File: src/rtl/fwd_hazard_unit_pkg.sv
// rtl/fwd_hazard_unit_pkg.sv - shared pipeline constants and tag types for the forwarding/hazard unit
package fwd_hazard_unit_pkg;

  localparam int MAX_ADDR_W = 8;

  localparam logic [1:0] FWD_RF    = 2'b00;
  localparam logic [1:0] FWD_EXMEM = 2'b10;
  localparam logic [1:0] FWD_MEMWB = 2'b01;

  localparam logic [MAX_ADDR_W-1:0] REG_ZERO = '0;

  typedef struct packed {
    logic                  valid;
    logic [MAX_ADDR_W-1:0] wr;
    logic                  regwrite;
    logic                  memread;
  } tag_t;

  // Past EX nothing cares whether the producer was a load.
  typedef struct packed {
    logic                  valid;
    logic [MAX_ADDR_W-1:0] wr;
    logic                  regwrite;
  } mtag_t;

  function automatic logic is_writing(input logic valid, input logic [MAX_ADDR_W-1:0] wr,
                                      input logic regwrite);
    return valid && regwrite && (wr != REG_ZERO);
  endfunction

endpackage

File: src/rtl/fwd_hazard_unit_if.sv
// rtl/fwd_hazard_unit_if.sv - ID-stage request and stall/forward response bundle
interface fwd_hazard_unit_if #(
  parameter int ADDR_W  = 5,
  parameter int NUM_SRC = 2
);
  logic                      id_valid;
  logic [NUM_SRC*ADDR_W-1:0] id_src;
  logic [NUM_SRC-1:0]        id_src_used;
  logic [ADDR_W-1:0]         id_wr;
  logic                      id_regwrite;
  logic                      id_memread;
  logic                      flush;
  logic [NUM_SRC*2-1:0]      fwd_sel;
  logic                      stall;
  logic                      bubble;

  modport master (
    output id_valid, id_src, id_src_used, id_wr, id_regwrite, id_memread, flush,
    input  fwd_sel, stall, bubble
  );

  modport slave (
    input  id_valid, id_src, id_src_used, id_wr, id_regwrite, id_memread, flush,
    output fwd_sel, stall, bubble
  );
endinterface

File: src/rtl/fwd_hazard_unit_fwd_cmp.sv
// rtl/fwd_hazard_unit_fwd_cmp.sv - per-operand forward select and load-use detect
module fwd_cmp
  import fwd_hazard_unit_pkg::*;
#(
  parameter int ADDR_W = 5
) (
  input  logic [ADDR_W-1:0] src,
  input  logic              used,
  input  logic              id_valid,
  input  tag_t              ex_t,
  input  mtag_t             mem_t,
  output logic [1:0]        sel,
  output logic              hazard
);
  logic [MAX_ADDR_W-1:0] src_x;
  logic                  ex_hit;
  logic                  mem_hit;

  always_comb begin
    src_x   = MAX_ADDR_W'(src);
    ex_hit  = used && is_writing(ex_t.valid, ex_t.wr, ex_t.regwrite) && (ex_t.wr == src_x);
    mem_hit = used && is_writing(mem_t.valid, mem_t.wr, mem_t.regwrite) && (mem_t.wr == src_x);
    sel     = FWD_RF;
    // Younger producer wins; a non-writing EX entry never masks MEM.
    if (ex_hit) begin
      sel = FWD_EXMEM;
    end else if (mem_hit) begin
      sel = FWD_MEMWB;
    end
    hazard = id_valid && ex_hit && ex_t.memread;
  end
endmodule

File: src/rtl/fwd_hazard_unit.sv
// rtl/fwd_hazard_unit.sv - forwarding selects and load-use stall control for a 5-stage pipeline
// Tracks EX/MEM destination tags and registers per-operand selects for the instruction entering EX.
module fwd_hazard_unit
  import fwd_hazard_unit_pkg::*;
#(
  parameter int ADDR_W   = 5,
  parameter int NUM_SRC  = 2,
  parameter int LOAD_LAT = 1
) (
  input  logic             clk,
  input  logic             reset,
  fwd_hazard_unit_if.slave bus
);
  localparam int CNT_W = (LOAD_LAT > 1) ? $clog2(LOAD_LAT + 1) : 1;
  localparam logic [CNT_W-1:0] CNT_RELOAD = CNT_W'(LOAD_LAT - 1);

  tag_t                 ex_q, ex_d, id_tag;
  mtag_t                mem_q, mem_d;
  logic [CNT_W-1:0]     cnt_q, cnt_d;
  logic [NUM_SRC*2-1:0] fwd_q, fwd_d, sel_vec;
  logic [NUM_SRC-1:0]   haz_vec;
  logic                 hazard, stall, bubble;

  for (genvar k = 0; k < NUM_SRC; k++) begin : g_op
    fwd_cmp #(.ADDR_W(ADDR_W)) u_cmp (
      .src      (bus.id_src[k*ADDR_W +: ADDR_W]),
      .used     (bus.id_src_used[k]),
      .id_valid (bus.id_valid),
      .ex_t     (ex_q),
      .mem_t    (mem_q),
      .sel      (sel_vec[2*k +: 2]),
      .hazard   (haz_vec[k])
    );
  end

  // A WB-stage tag would be dead state: the MEM/WB select is registered from mem_q a cycle early.
  always_comb begin
    id_tag          = '0;
    id_tag.valid    = bus.id_valid;
    id_tag.wr       = MAX_ADDR_W'(bus.id_wr);
    id_tag.regwrite = bus.id_regwrite;
    id_tag.memread  = bus.id_memread;

    hazard = |haz_vec;
    stall  = !bus.flush && ((cnt_q != '0) || hazard);
    bubble = stall || bus.flush;

    cnt_d = cnt_q;
    if (bus.flush) begin
      cnt_d = '0;
    end else if (cnt_q != '0) begin
      cnt_d = cnt_q - 1'b1;
    end else if (hazard) begin
      cnt_d = CNT_RELOAD;
    end

    ex_d           = bubble ? '0 : id_tag;
    mem_d          = '0;
    mem_d.valid    = ex_q.valid;
    mem_d.wr       = ex_q.wr;
    mem_d.regwrite = ex_q.regwrite;
    fwd_d          = bubble ? '0 : sel_vec;
  end

  always_ff @(posedge clk or posedge reset) begin
    if (reset) begin
      ex_q  <= '0;
      mem_q <= '0;
      cnt_q <= '0;
      fwd_q <= '0;
    end else begin
      ex_q  <= ex_d;
      mem_q <= mem_d;
      cnt_q <= cnt_d;
      fwd_q <= fwd_d;
    end
  end

  assign bus.fwd_sel = fwd_q;
  assign bus.stall   = stall;
  assign bus.bubble  = bubble;
endmodule
File: src/flat_wrapper.sv
// flat-port wrapper written by rule: the top's interface ports become plain ports
module fwd_hazard_unit_flat import fwd_hazard_unit_pkg::*;
#(
  parameter int ADDR_W   = 5,
  parameter int NUM_SRC  = 2,
  parameter int LOAD_LAT = 1
)
  (clk, reset, bus_id_valid, bus_id_src, bus_id_src_used, bus_id_wr, bus_id_regwrite, bus_id_memread, bus_flush, bus_fwd_sel, bus_stall, bus_bubble);
  fwd_hazard_unit_if #(.ADDR_W(ADDR_W), .NUM_SRC(NUM_SRC)) bus_i ();
  input  logic clk;
  input  logic reset;
  input wire logic [$bits(bus_i.id_valid)-1:0] bus_id_valid;
  input wire logic [$bits(bus_i.id_src)-1:0] bus_id_src;
  input wire logic [$bits(bus_i.id_src_used)-1:0] bus_id_src_used;
  input wire logic [$bits(bus_i.id_wr)-1:0] bus_id_wr;
  input wire logic [$bits(bus_i.id_regwrite)-1:0] bus_id_regwrite;
  input wire logic [$bits(bus_i.id_memread)-1:0] bus_id_memread;
  input wire logic [$bits(bus_i.flush)-1:0] bus_flush;
  output wire logic [$bits(bus_i.fwd_sel)-1:0] bus_fwd_sel;
  output wire logic [$bits(bus_i.stall)-1:0] bus_stall;
  output wire logic [$bits(bus_i.bubble)-1:0] bus_bubble;
  assign bus_i.id_valid = bus_id_valid;
  assign bus_i.id_src = bus_id_src;
  assign bus_i.id_src_used = bus_id_src_used;
  assign bus_i.id_wr = bus_id_wr;
  assign bus_i.id_regwrite = bus_id_regwrite;
  assign bus_i.id_memread = bus_id_memread;
  assign bus_i.flush = bus_flush;
  assign bus_fwd_sel = bus_i.fwd_sel;
  assign bus_stall = bus_i.stall;
  assign bus_bubble = bus_i.bubble;
  fwd_hazard_unit #(.ADDR_W(ADDR_W), .NUM_SRC(NUM_SRC), .LOAD_LAT(LOAD_LAT)) u_core (.clk(clk), .reset(reset), .bus(bus_i));
endmodule
File: config.mk
export PLATFORM = sky130hd
export DESIGN_NAME = fwd_hazard_unit_flat
export DESIGN_NICKNAME = d
export VERILOG_FILES = /design/src/rtl/fwd_hazard_unit_pkg.sv /design/src/rtl/fwd_hazard_unit_if.sv /design/src/rtl/fwd_hazard_unit_fwd_cmp.sv /design/src/rtl/fwd_hazard_unit.sv /design/src/flat_wrapper.sv
export SDC_FILE = /design/constraint.sdc
export NUM_CORES = 1
export LEC_CHECK = 0
export CELL_PAD_IN_SITES_DETAIL_PLACEMENT = 1
export CELL_PAD_IN_SITES_GLOBAL_PLACEMENT = 1
export CORE_ASPECT_RATIO = 0.6
export CORE_MARGIN = 5
export CORE_UTILIZATION = 37
export DETAILED_ROUTE_END_ITERATION = 10
export GPL_ROUTABILITY_DRIVEN = 0
export HOLD_SLACK_MARGIN = 0.02
export PLACE_DENSITY = 0.82
export SYNTH_ARGS = -nofsm -noshare
export SYNTH_HDL_FRONTEND = slang
export SYNTH_HIERARCHICAL = 1
export SYNTH_SLANG_ARGS = --single-unit
export TNS_END_PERCENT = 1
File: constraint.sdc
create_clock -name clk -period 2.4 [get_ports clk]
set_clock_uncertainty 0.1 [all_clocks]
set_input_delay 0.48 -clock clk [delete_from_list [all_inputs] [get_ports clk]]
set_output_delay 0.48 -clock clk [all_outputs]
set_load 0.005 [all_outputs]
==> metrics.md, run 1 <==
| Metric | Value |
|---|---|
| Synth Area per Inst | 12.1 µm² |
| Routed vias/inst | 4.77 |
| Sequential fraction of the synthesis area | 0.436 |
| Max clock buf depth | 2 |
| Most common library cells after synthesis | dfrtp_1, nor4b_2, xnor2_1, xor2_1, nor2_1 |
| Hold Path Class | flip-flop to flip-flop |
| CTS Sinks | 19 |
| Post-route ant nets | 0 |
| Crit-path slowest cell | dfrtp_2 |
| GRT Residual Overflow | 0 |
| Actual slew at the worst max-slew pin | 0.743 ns |
| Port Buffer Count | 28 |
| Hold_ws | 0.296 ns |
| Area contributors post-synth | dfrtp_1, nor4b_2, xnor2_1 |
| VDD IR max | 0.216 mV |
| Leak | 0.672 nW |
| Pin count of the biggest net entering global routing | 20 |
| Clock-pin transition on the worst setup and hold timing paths | 0.07 ns |
| Mapped Area | 0.00109 mm² |
| N_diodes | 0 |
| Worst-Skew Late Latency | 0.25 ns |
| Setup TNS Final | -0.309 ns |
| First-pass GRT wire length | 5130 µm |
| CP max FO | 5 |
| Int Power | 0.000524 W |
| Final-stage net count | 168 |
| P per Cell Area | 425 mW/mm² |
| Top routing layer in use | met4 |
| Fin cells | 186 |
| Worst Path Buf+Inv | 1 |
| F_max | 385 MHz |
| Sw frac | 0.243 |
| Share of layout cells above drive strength 1 | 0.326 |
| Met1 Routed Length | 1390 µm |
| Die ar. | 0.00417 mm² |
| CP Class | flip-flop to primary output |
| Chip width | 80.1 µm |
| Comb power frac | 0.183 |
| Vias | 888 |
| WL met2 | 1490 µm |
| Detailed placement HPWL | 2330 µm |
| Initial antenna violation count | 0 |
| Ys flop type | dfrtp_1 |
| Initial Util | 0.382 |
| Residual DRC | 0 |
| Iter 0 DRT Violations | 9 |
| Post-synth EDFFs | 0 |
| CTS Buf Count | 3 |
| CP max stage delay | 0.46 ns |
| Synth cell types | 25 |
| Routed len/inst | 16.6 µm |
| Flop pwr share | 0.510 |
| Synth area leader | dfrtp_1 |
| Placement Rows | 15 |
| CTS tree | yes |
| Clock power share | 0.307 |
| Startpoint Class | flip-flop |
| Area growth syn-to-layout | 49.1% |
| Status | finished with violations |
| Worst slack, placed | -0.804 ns |
| Depth of the CTS H-tree | 1 |
| Final WS setup | -0.197 ns |
| Initial DRT Pass Iterations | 3 |
| Failing checks | setup timing |
| YS warnings | 6 |
| Die Y | 52.1 µm |
| Switch Pwr | 0.000168 W |
| Worst EP required | 1.82 ns |
| Worst setup EP type | primary output |
| Mapped Cells | 90 |
| Final hold vios | 0 |
| Final period util | 1.08 |
| Worst-path cell chain | nor4_2, nor2_1, o2111a_2, and3_4, or3_1, buf_2 |
| #FFs+latches synth | 19 |
| Data arrival, critical path | 2.02 ns |
| CP top delay family | simple AND/OR/NAND/NOR gates |
| Dpl cells | 180 |
| Ys async rst share | 1.00 |
| Final setup violation count | 2 |
| Final min period | 2.60 ns |
| Vias in the first global route | 1088 |
| Post-Route WL | 3080 µm |
| Area of the multi-input gates | 666 µm² |
| Top Ports | 29 |
| GRT Overall Usage | 0.164 |
| Final Max Tran Viols | 0 |
| RSZ-0062 raised after global routing | yes |
| Max-cap violations | 0 |
| Count leader, synth | dfrtp_1 |
| Metal3 WL | 150 µm |
| Fillers | 320 |
| Relative slew slack | 0.504 |
| Yosys top cell area share | 0.436 |
| CTS root buf | clkbuf_8 |
| Register Area | 479 µm² |
| Core ar. | 0.00285 mm² |
-- cell usage in the layout (no fill, tap or decap), types with 3 or more instances in the layout --
cell type and n:
nor4b_1 3, xor2_1 7, dlygate4sd2_1 8, dfrtp_2 3, xnor2_1 8, nor2_1 6, buf_4 16, clkdlybuf4s50_1 16
nor4b_2 9, nor4_2 5, conb_1 12, clkbuf_8 3, dfrtp_1 16
-- layout make-up --
class / instances / area share
multi-input combinational: 76 / 0.409
sequential: 19 / 0.295
inverter: 1 / 0.00231
tap: 42 / 0.0323
clock buffer: 4 / 0.0277
timing repair buffer: 44 / 0.234
-- worst paths after layout --
| path | start | endpoint | slack [ns] | cells past startpoint |
|---|---|---|---|---|
| max in group asynchronous | reset | u_core/ex_q[4]$_DFF_PP0_ | 1.13 | 2 |
| worst max-delay path | u_core/ex_q[2]$_DFF_PP0_ | bus_bubble | -0.20 | 6 |
| worst max register to register | u_core/ex_q[2]$_DFF_PP0_ | u_core/ex_q[5]$_DFF_PP0_ | 0.22 | 7 |
| min in group asynchronous | reset | u_core/mem_q[0]$_DFF_PP0_ | 0.56 | 2 |
| worst min-delay path | u_core/ex_q[1]$_DFF_PP0_ | u_core/mem_q[0]$_DFF_PP0_ | 0.30 | 0 |
| worst min register to register | u_core/ex_q[1]$_DFF_PP0_ | u_core/mem_q[0]$_DFF_PP0_ | 0.30 | 0 |
-- power groups by stage --
stage	clock (W)	sequential, W	combinational [W]
after floorplan	0	0.000351	0.0000555
after global placement	0	0.000355	0.000118
after detailed placement	0	0.000357	0.000122
after CTS	0.000219	0.000352	0.000122
after global routing	0.000238	0.000354	0.000139
final	0.000213	0.000353	0.000127
-- sequential cells by signal (all words and copies together) (netlist names) --
name                count
u_core/bus.fwd_sel      4
u_core/ex_q             8
u_core/mem_q            7
-- kinds of logic (layout without fill, tap and decap cells) --
group / after synthesis / count (layout) / synth area share
compound gates: 3 / 3 / 0.0321
xor+xnor: 16 / 16 / 0.128
buf+inv: 6 / 49 / 0.0470
flops: 19 / 19 / 0.436
other cells: 1 / 12 / 0.00344
simple gates: 45 / 45 / 0.353
-- timing repair --
item	4_1_cts	5_1_grt
hold buffers	0	0
gates cloned	0	0
pin swaps	13	1
setup endpoints to repair	2	2
resized for setup	30	2
buffers inserted	2	0
-- through the flow --
stage	util	instance area (µm²)	total power, W
after CTS	0.565	1610	0.000693
after global routing	0.570	1630	0.000731
final	0.570	1630	0.000692
after global placement	0.534	1520	0.000474
after detailed placement	0.534	1520	0.000479
after floorplan	-	1130	0.000407
-- metal layers --
metal | GRT usage | vias up
met2 | 0.271 | 28
met3 | 0.0363 | 6
li1 | - | 423
met4 | 0.0534 | 0
met1 | 0.213 | 431
met5 | 0 | -
(Power assumes the default switching activity.)
==> run 2: changes to the inputs <==
- CORE_UTILIZATION: 37 -> 34
- PLACE_DENSITY: 0.82 -> 0.8
- SYNTH_HIERARCHICAL: 1 -> default
==> run 2 against run 1 <==
Compared with the run above: area after synthesis is 16% lower; hold slack better by 0.015 ns; critical path type unchanged; register-to-register slack better by 0.26 ns; the run still ends with setup timing left; combinational power hardly changed.
==> metrics.md, run 2 <==
| Metric | Value |
|---|---|
| Routed vias/inst | 5.01 (+4.9%) |
| Top Ports | 29 (unchanged) |
| CTS Sinks | 19 (unchanged) |
| Hold Path Class | flip-flop to flip-flop |
| Worst-Skew Late Latency | 0.26 ns (about the same) |
| CP max FO | 3 (-2) |
| Yosys top cell area share | 0.521 (+0.0855) |
| Initial antenna violation count | 0 (unchanged) |
| Actual slew at the worst max-slew pin | 0.720 ns (-0.0234 ns) |
| Share of layout cells above drive strength 1 | 0.308 (-0.0187) |
| Area growth syn-to-layout | 63.2% |
| First-pass GRT wire length | 5060 µm (-1.3%) |
| Most frequent cells in the layout | buf_4, dfrtp_1, clkdlybuf4s50_1, xor2_1, dlygate4sd2_1 |
| Status | finished with violations |
| Mapped Cells | 77 (-14%) |
| GRT Overall Usage | 0.171 (+0.00764) |
| Failing checks | setup timing |
| Routed len/inst | 18.2 µm (+9.6%) |
| Worst-path cell chain | buf_12, xnor2_2, nand4_1, nor3_2, buf_4, o2111a_4, or2_1, buf_2 |
| CP top delay family | flip-flops |
| Crit-path slowest cell | dfrtp_2 |
| Depth of the CTS H-tree | 1 (unchanged) |
| Port Buffer Count | 28 (unchanged) |
| Most common cell after layout, fill and taps aside | buf_4 |
| Worst reg2reg path startpoint | u_core.ex_q[2]$_DFF_PP0_ |
| Final hold vios | 0 (unchanged) |
| RSZ-0062 raised after global routing | yes |
| Pin count of the biggest net entering global routing | 20 (unchanged) |
| Chip width | 76.9 µm (-4.0%) |
| Data arrival, critical path | 1.89 ns (-0.13 ns) |
| Synthesized Nets | 100 |
| Synth cell types | 22 (-12%) |
| Most flop-heavy register | u_core.ex_q |
| YS warnings | 0 (-6) |
| CTS root buf | clkbuf_8 |
| Startpoint Class | flip-flop |
| CTS Hold Bufs | 0 (unchanged) |
| Final-stage net count | 154 (-8.3%) |
| R2R depth | 9 (+2) |
| Fin cells | 162 (-13%) |
| Die ar. | 0.00385 mm² (-7.6%) |
| Max-cap violations | 0 (unchanged) |
| Sequential fraction of the synthesis area | 0.521 (+0.0855) |
| Worst Path Buf+Inv | 3 (+2) |
| Post-synth EDFFs | 0 (unchanged) |
| Final period util | 1.03 (-0.0512) |
| Residual DRC | 0 (unchanged) |
| Hold Startpoint | u_core.ex_q[10]$_DFF_PP0_ |
| N_diodes | 0 (unchanged) |
| Worst setup EP type | primary output |
| Worst EP required | 1.82 ns (about the same) |
| Initial DRT Pass Iterations | 4 (+1) |
| Final core utilization | 0.586 (+0.0160) |
| Hold_ws | 0.310 ns (+0.0147 ns) |
| Detailed placement HPWL | 2110 µm (-9.5%) |
| #FFs+latches synth | 19 (unchanged) |
| Final min period | 2.47 ns (-0.123 ns) |
| VDD IR max | 0.307 mV (+42%) |
| Initial Util | 0.359 (-0.0233) |
| GRT Residual Overflow | 0 (unchanged) |
| Max clock buf depth | 2 (unchanged) |
| Final WS setup | -0.0738 ns (+0.123 ns) |
| Area contributors post-synth | dfrtp_1, xor2_1, xnor2_1 |
| Setup TNS Final | -0.144 ns (+0.165 ns) |
| CTS Buf Count | 3 (unchanged) |
| Hold EP | u_core.mem_q[9]$_DFF_PP0_ |
| F_max | 404 MHz (+5.0%) |
| P per Cell Area | 467 mW/mm² (+9.7%) |
| Worst Hold Depth | 0 (unchanged) |
| Final Max Tran Viols | 0 (unchanged) |
| Relative slew slack | 0.520 (+0.0156) |
| Core ar. | 0.00254 mm² (-11%) |
| Vias | 811 (-8.7%) |
| Die Y | 50.1 µm (-3.7%) |
| Ys async rst share | 1.00 (unchanged) |
| Worst setup path startpoint | u_core.ex_q[2]$_DFF_PP0_ |
| CP Class | flip-flop to primary output |
| Vias in the first global route | 959 (-12%) |
| Fillers | 283 (-12%) |
| Number of flip-flops in the largest register | 8 (unchanged) |
| Power Total | 0.000695 W (+0.41%) |
| R2R Setup Slk | 0.48 ns (+0.26 ns) |
| CTS tree | yes |
| Leak | 0.712 nW (+6.1%) |
| Mapped Area | 912 µm² (-16%) |
| Post-route ant nets | 0 (unchanged) |
| Count leader, synth | dfrtp_1 |
| Placement Rows | 14 (-1) |
| Reg2reg end | u_core.bus.fwd_sel[0]$_DFF_PP0_ |
| Synth area leader | dfrtp_1 |
| Synth Area per Inst | 11.8 µm² (-2.3%) |
| Dpl cells | 154 (-14%) |
| Iter 0 DRT Violations | 26 (+17) |
| Post-Route WL | 2940 µm (-4.5%) |
| Clock-pin transition on the worst setup and hold timing paths | 0.07 ns (about the same) |
| Ys flop type | dfrtp_1 |
| Final setup violation count | 2 (unchanged) |
| CP max stage delay | 0.43 ns (-0.03 ns) |
| Most common library cells after synthesis | dfrtp_1, xor2_1, nor3b_1, xnor2_1 |
[run 2: cell types whose count changed after synthesis, sizes merged, moves of 4 or more]
cell / before / now
buf: 4 / 0
nor3b: 2 / 9
nor4: 8 / 2
nor4b: 12 / 1
xor2: 8 / 12
[run 2: worst max-delay path by stage]
stage	end	cells past startpoint	slack, ns
after floorplan	bus_bubble	4	0.31
after global placement	bus_stall	8	-0.70
after detailed placement	bus_stall	8	-0.76
after CTS	bus_stall	9	-0.10
after global routing	bus_stall	9	-0.24
final	bus_bubble	8	-0.07
[run 2: kinds of logic after synthesis]
| family | share of synthesized area |
|---|---|
| xor gates and xnor gates | 0.192 |
| and+or+nand+nor | 0.198 |
| AOI/OAI and AO/OA | 0.0809 |
| DFF | 0.521 |
| buffers and inverters | 0.00822 |
[run 2: area by class of cell]
type                            count  area [µm²]  area share
Sequential cell                    19         478       0.321
Multi-Input combinational cell     56         475       0.319
Timing Repair Buffer               50         445       0.299
Clock buffer                        3        41.3      0.0277
Tap cell                           32        40.0      0.0269
Clock inverter                      1        5.00     0.00336
Inverter                            1        3.75     0.00252
[run 2: timing repair]
action                     4_1_cts  5_1_grt
setup buffers                    4        0
resized for setup               31        1
pin swaps                       11        2
setup endpoints to repair        2        2
[run 2: stage by stage]
step	setup WS (ns)	instance area [µm²]
after floorplan	0.314	912
after global placement	-0.702	1360
after detailed placement	-0.757	1360
after CTS	-0.103	1490
after global routing	-0.239	1490
final	-0.0738	1490
[run 2: metal layers]
metal,vias to the layer above,track usage,share of wire
met5,-,0,0
met4,0,0.0698,0.014
met3,4,0.0473,0.070
met2,34,0.280,0.46
met1,398,0.215,0.45
li1,375,-,-
[run 2: report_power, final]
group          internal [W]  switching, W
combinational     0.0000760     0.0000508
clock              0.000115      0.000103
sequential         0.000333     0.0000156
total              0.000525      0.000170
==> run 3: changes to the inputs <==
- GPL_ROUTABILITY_DRIVEN: 0 -> 1
==> results of run 3 <==
The final DEF is identical to that of run 2; final timing and power are the same.
